`src/rtl/odu_sched_pkg.sv`:
```
// Shared entry layout and scheduler state encoding for the ODU channel-ID scheduler.
// Latency: n/a (types and constants only).
// Backpressure: n/a.
package odu_sched_pkg;

  localparam int ODU_ENTRY_W = 395;

  // Entry layout: {valid, data[383:0], frame_start, row_start, mfas[7:0]}
  localparam int VALID_BIT = 394;
  localparam int DATA_MSB  = 393;
  localparam int DATA_LSB  = 10;
  localparam int FS_BIT    = 9;
  localparam int RS_BIT    = 8;
  localparam int MFAS_MSB  = 7;
  localparam int MFAS_LSB  = 0;

  typedef enum logic {
    ARB   = 1'b0,
    BURST = 1'b1
  } sched_state_e;

endpackage

```
`src/rtl/odu_rr_arbiter.sv`:
```
// Rotating-priority pick: first requester strictly after i_last_grant, wrapping.
// Latency: purely combinational.
// Backpressure: none; o_any_req low means o_grant is don't-care (driven 0).
module odu_rr_arbiter #(
  parameter int NUM_CH = 4,
  parameter int CHID_W = 2
) (
  input  logic [NUM_CH-1:0] i_req,
  input  logic [CHID_W-1:0] i_last_grant,
  output logic [CHID_W-1:0] o_grant,
  output logic              o_any_req
);

  // Scan from the farthest candidate to the nearest so the nearest requester wins
  always_comb begin
    int                idx;
    logic [CHID_W-1:0] cand;
    o_grant   = '0;
    o_any_req = 1'b0;
    for (int k = NUM_CH; k >= 1; k--) begin
      idx = int'(i_last_grant) + k;
      if (idx >= NUM_CH) idx = idx - NUM_CH;
      cand = CHID_W'(idx);
      if (i_req[cand]) begin
        o_grant   = cand;
        o_any_req = 1'b1;
      end
    end
  end

endmodule

```
`src/rtl/odu_chid_rr_sched.sv`:
```
// Round-robin burst scheduler merging NUM_CH channel-ID FIFOs onto one tagged 384-bit ODU stream.
// Latency: out_valid two cycles after fifo_read_enable; one idle ARB cycle between bursts.
// Backpressure: none downstream; upstream throttled only by fifo_empty (stall, then abort).
// Optional: define ODU_SCHED_UNDERRUN_CNT_EN to add the saturating underrun_cnt output.
module odu_chid_rr_sched
  import odu_sched_pkg::*;
#(
  parameter int NUM_CH    = 4,
  parameter int CHID_W    = 2,
  parameter int BURST_LEN = 8,
  parameter int STALL_MAX = 15
) (
  input  logic                          clk,
  input  logic                          rst,
  input  logic [NUM_CH-1:0]             chan_enable,
  input  logic [NUM_CH-1:0]             fifo_empty,
  input  logic [NUM_CH*ODU_ENTRY_W-1:0] fifo_data_in,
  output logic [NUM_CH-1:0]             fifo_read_enable,
  output logic [383:0]                  out_data,
  output logic                          out_valid,
  output logic                          out_frame_start,
  output logic                          out_row_start,
  output logic [7:0]                    out_mfas,
  output logic [CHID_W-1:0]             out_chid,
  output logic                          burst_abort
`ifdef ODU_SCHED_UNDERRUN_CNT_EN
  ,
  output logic [15:0]                   underrun_cnt
`endif
);

  localparam logic [7:0] BURST_LAST = 8'(BURST_LEN);
  localparam logic [7:0] STALL_LAST = 8'(STALL_MAX);

  sched_state_e            r_state;
  sched_state_e            w_state_nxt;
  logic [CHID_W-1:0]       r_grant;
  logic [CHID_W-1:0]       r_last_grant;
  logic [7:0]              r_word_cnt;
  logic [7:0]              r_stall_cnt;
  logic [NUM_CH-1:0]       w_eligible;
  logic [CHID_W-1:0]       w_arb_grant;
  logic                    w_any_req;
  logic                    w_rd;
  logic                    w_stall_abort;
  logic                    w_en_abort;
  logic                    r_rd_d1;
  logic [CHID_W-1:0]       r_grant_d1;
  logic [ODU_ENTRY_W-1:0]  w_entry;

  assign w_eligible = chan_enable & ~fifo_empty;

  odu_rr_arbiter #(
    .NUM_CH (NUM_CH),
    .CHID_W (CHID_W)
  ) u_arb (
    .i_req        (w_eligible),
    .i_last_grant (r_last_grant),
    .o_grant      (w_arb_grant),
    .o_any_req    (w_any_req)
  );

  // Next state, read strobe and abort causes for the granted channel
  always_comb begin
    w_state_nxt      = r_state;
    w_rd             = 1'b0;
    w_stall_abort    = 1'b0;
    w_en_abort       = 1'b0;
    fifo_read_enable = '0;
    case (r_state)
      ARB: begin
        if (w_any_req) w_state_nxt = BURST;
      end
      BURST: begin
        if (!chan_enable[r_grant]) begin
          // Enable dropped: leave without reading this cycle
          w_en_abort  = 1'b1;
          w_state_nxt = ARB;
        end else if (!fifo_empty[r_grant]) begin
          w_rd                      = 1'b1;
          fifo_read_enable[r_grant] = 1'b1;
          if (r_word_cnt + 8'd1 == BURST_LAST) w_state_nxt = ARB;
        end else if (r_stall_cnt + 8'd1 == STALL_LAST) begin
          w_stall_abort = 1'b1;
          w_state_nxt   = ARB;
        end
      end
      default: w_state_nxt = ARB;
    endcase
  end

  assign burst_abort = w_stall_abort | w_en_abort;

  // State register, grant capture and burst word/stall counters
  always_ff @(posedge clk) begin
    if (rst) begin
      r_state      <= ARB;
      r_grant      <= '0;
      r_last_grant <= CHID_W'(NUM_CH - 1);
      r_word_cnt   <= '0;
      r_stall_cnt  <= '0;
    end else begin
      r_state <= w_state_nxt;
      if (r_state == ARB && w_any_req) begin
        r_grant      <= w_arb_grant;
        r_last_grant <= w_arb_grant;
        r_word_cnt   <= '0;
        r_stall_cnt  <= '0;
      end else if (w_rd) begin
        r_word_cnt  <= r_word_cnt + 8'd1;
        r_stall_cnt <= '0;
      end else if (r_state == BURST && chan_enable[r_grant]) begin
        r_stall_cnt <= r_stall_cnt + 8'd1;
      end
    end
  end

  // FIFO read data lands one cycle after the strobe; select it with the delayed grant
  assign w_entry = fifo_data_in[r_grant_d1*ODU_ENTRY_W +: ODU_ENTRY_W];

  // Output pipeline: payload fields only update on a valid captured entry
  always_ff @(posedge clk) begin
    if (rst) begin
      r_rd_d1         <= 1'b0;
      r_grant_d1      <= '0;
      out_valid       <= 1'b0;
      out_chid        <= '0;
      out_data        <= '0;
      out_frame_start <= 1'b0;
      out_row_start   <= 1'b0;
      out_mfas        <= '0;
    end else begin
      r_rd_d1    <= w_rd;
      r_grant_d1 <= r_grant;
      out_chid   <= r_grant_d1;
      out_valid  <= r_rd_d1 & w_entry[VALID_BIT];
      if (r_rd_d1 & w_entry[VALID_BIT]) begin
        out_data        <= w_entry[DATA_MSB:DATA_LSB];
        out_frame_start <= w_entry[FS_BIT];
        out_row_start   <= w_entry[RS_BIT];
        out_mfas        <= w_entry[MFAS_MSB:MFAS_LSB];
      end
    end
  end

`ifdef ODU_SCHED_UNDERRUN_CNT_EN
  // Saturating count of aborts caused by the source running dry mid-burst
  always_ff @(posedge clk) begin
    if (rst) begin
      underrun_cnt <= '0;
    end else if (w_stall_abort && underrun_cnt != 16'hFFFF) begin
      underrun_cnt <= underrun_cnt + 16'd1;
    end
  end
`endif

endmodule

```
`config.mk`:
```
export PLATFORM = sky130hd
export DESIGN_NAME = odu_chid_rr_sched
export DESIGN_NICKNAME = d
export VERILOG_FILES = /design/src/rtl/odu_sched_pkg.sv /design/src/rtl/odu_rr_arbiter.sv /design/src/rtl/odu_chid_rr_sched.sv
export SDC_FILE = /design/constraint.sdc
export NUM_CORES = 1
export LEC_CHECK = 0
export CAP_MARGIN = 20
export CORE_AREA = 2 2 766 768
export DETAILED_ROUTE_END_ITERATION = 12
export DIE_AREA = 0 0 768 770
export GPL_TIMING_DRIVEN = 1
export PLACE_DENSITY = 0.31
export SLEW_MARGIN = 20
export SYNTH_ARGS = -nofsm -noshare
export SYNTH_HDL_FRONTEND = slang
export SYNTH_SLANG_ARGS = --single-unit
```
`constraint.sdc`:
```
create_clock -name clk -period 2.69 [get_ports clk]
set_input_delay 0.807 -clock clk [delete_from_list [all_inputs] [get_ports clk]]
set_output_delay 0.807 -clock clk [all_outputs]
set_load 0.005 [all_outputs]
```
==> flow_metrics.tcl <==
set metrics [dict create \
    status "finished, violations left" \
    failed_checks "setup timing" \
    grt_max_degree 52 \
    cellLeakagePower_nw 17.6 \
    gp_congestion 0.889 \
    place_ws_ps -1260 \
    p_int_w 0.0160 \
    synth_top_cell_area_share_pct 36.9 \
    p_comb_share_pct 27.2 \
    drc 0 \
    cp-end-kind "primary output" \
    crit_type "register to primary output" \
    crit_fanout 3 \
    final.setup.tns_ps -4870 \
    fp.dieArea_um2 591000 \
    cts_buffers 75 \
    port_buffers 1991 \
    path_clk_slew_ps 50 \
    syn_area_um2 24200 \
    ys_warn_count 0 \
    grt_usage_pct 15.1 \
    vdd_drop_max_mv 0.387 \
    seqPwrFrac_pct 28.1 \
    cts_tree "done" \
    wl_per_cell_um 37.4 \
    die_h_um 770 \
    yosysSeqAreaShare_pct 34.8 \
    hold_slack_ps 314 \
    cts_root_buffer "clkbuf_16" \
    finalSetupViolations 5 \
    critPathRequiredTime_ps 1880 \
    syn_inst 2373 \
    drt_wl_total_mm 465 \
    synth_top_cell_by_area "mux4_2" \
    syn_to_final_growth_pct 137 \
    yosysUniqueCellTypes 40 \
    synth.area.top_cells "mux4_2 37%, dfxtp_1 35%, nand2_1 12%, a21oi_1 8.3%, buf_2 2.6%" \
    synthFlopType "dfxtp_1" \
    die_w_um 768 \
    clockBufferDepth 4 \
    final_nets 6010 \
    fmax_ghz 0.271 \
    switching_share_pct 30.2 \
    ant_nets 0 \
    hpwlAfterDp_mm 430 \
    finalClockSkew_ps 43.4 \
    ys_async_sr_fraction_pct 0 \
    routed_via_density 2.61 \
    finalCritPeriodShare_pct 137 \
    clkPwrFrac_pct 44.7 \
    rows 281 \
    hold_violations 0 \
    finalCriticalPeriod_ps 3690 \
    design.core.area_um2 584000 \
    htree_levels 3 \
    hold_class "input pin to register" \
    grt_pass1_wl_mm 536 \
    gr-total-overflow 0 \
    vias 32421 \
    drive_above_1_share_pct 19.3 \
    arrival_ps 2880 \
    syn-num-nets 3967 \
    p_sw_w 0.00695 \
    power_w 0.0230 \
    ios 1992 \
    setup_ws_ps -996 \
    drt_iter0_markers 2073 \
    syn_avg_cell_area_um2 10.2 \
    synth_edf_count 0 \
    ys_ff_latch 421 \
    start_util_pct 4.15 \
    startpoint_type "register" \
    grt_pass1_vias 31375 \
    cts_hold_buf 0 \
    utilization_pct 9.85 \
    worst_pin_slew_ps 724 \
    drv_cap 0 \
    clock_latency_ps 800 \
    cts_sinks 421 \
    p_per_area_nw_per_um2 400 \
    antenna_found_initial 554 \
    rsz0062_at_grt "true" \
    maxSlewViolCount 0 \
    first_pass_iters 5 \
    max_slew_margin_pct 51.9 \
]
[cells in the final DEF (no fill, tap or decap), drive strengths merged, types with 5 or more instances in the layout]
master | netlist | final
mux4 | 397 | 397
diode | 0 | 177
clkbuf | 92 | 101
and3 | 6 | 6
dfxtp | 421 | 421
nor3 | 7 | 7
inv | 6 | 10
dlygate4sd2 | 0 | 146
xor2 | 10 | 10
nor2b | 6 | 6
xnor2 | 8 | 8
bufinv | 0 | 5
clkinv | 0 | 15
buf | 134 | 323
nand3 | 8 | 8
nand2 | 803 | 803
nor2 | 30 | 30
a21oi | 402 | 402
clkdlybuf4s50 | 0 | 1717
clkinvlp | 0 | 5
[power groups by stage]
stage / clock [W] / sequential [W] / combinational [W]
5_1_grt: 0.0109 / 0.00648 / 0.00655
3_3_place_gp: 0 / 0.00660 / 0.00637
4_1_cts: 0.0108 / 0.00647 / 0.00637
6_report: 0.0103 / 0.00647 / 0.00626
2_1_floorplan: 0 / 0.00658 / 0.00195
3_5_place_dp: 0 / 0.00660 / 0.00635
[routing by layer]
layer / track usage (%) / wire length [um] / vias to the layer above
met5: 0 / 1540 / -
met4: 5.09 / 20100 / 240
met3: 11.3 / 77700 / 949
met2: 22.2 / 190000 / 2392
met1: 16.7 / 176000 / 15845
li1: - / - / 12995
[critical path, cell delays in order, from the launching register on]
cell	delay [ps]
dfxtp_2	360
buf_12	130
mux4_2	650
buf_12	200
nand3b_4	180
nor3_4	250
buf_6	150
buf_12	120
[Yosys cell counts (2+ instances only)]
master	instances
nand2_1	803
o211ai_1	3
ha_1	4
nor2b_1	6
mux4_2	397
dfxtp_1	421
nor3_1	7
inv_1	6
nor3b_1	4
buf_2	127
a211oi_1	2
and3_1	6
mux2i_1	3
o31ai_1	2
clkbuf_1	92
buf_1	2
xnor2_1	8
a21oi_1	402
buf_4	5
xor2_1	10
nand2b_1	3
nand4_1	4
nand3_1	8
and2_1	3
nor2_1	30
[logic make-up after synthesis]
group           count (synthesis)  synth area share [%]
compound gates                419                  8.92
simple gates                  878                  14.1
fa+ha+maj                       4                 0.206
buf+inv                       232                  4.32
xor+xnor                       18                 0.650
flops                         421                  34.8
mux                           401                  37.1
[path summary, 6_finish.rpt]
kind / cells past startpoint / slack (ps) / startpoint / endpoint
setup / recovery: 7 / -1000 / r_grant[0] / fifo_read_enable[0]
hold / removal: 2 / 310 / rst / out_data[363]
setup reg to reg: 8 / 400 / r_grant[0] / r_word_cnt[7]
hold reg to reg: 2 / 450 / out_data[111] / out_data[111]
[state kept, by name, summed over array words and instances, names as in the netlist]
signal,count
r_last_grant,2
out_valid,1
out_mfas,8
out_chid,2
r_rd_d1,1
r_stall_cnt,8
out_frame_start,1
r_grant_d1,2
out_row_start,1
r_word_cnt,8
r_state,1
out_data,384
r_grant,2
[stage by stage]
step	std cells	cell area (um2)
global route	12338	57300
finish	12426	57500
detailed placement	12116	54700
floorplan	2373	24200
CTS	12248	57000
global placement	12116	54700
[layout make-up]
cell class,instances,area (um2)
repair buffers,2192,21600
fillers,67630,526000
inverters,6,22.5
well taps,7782,9740
flip-flops and latches,421,8450
clock inverters,29,305
clock buffers,99,2130
diodes,177,443
multi-input cells,1720,14800
[timing repair]
item / in CTS / in global routing
pin swaps: 1 / 1
buffers inserted: 4 / 1
resized for setup: 176 / 10
endpoints found under the setup margin: 163 / 9
(Power assumes the default switching activity.)
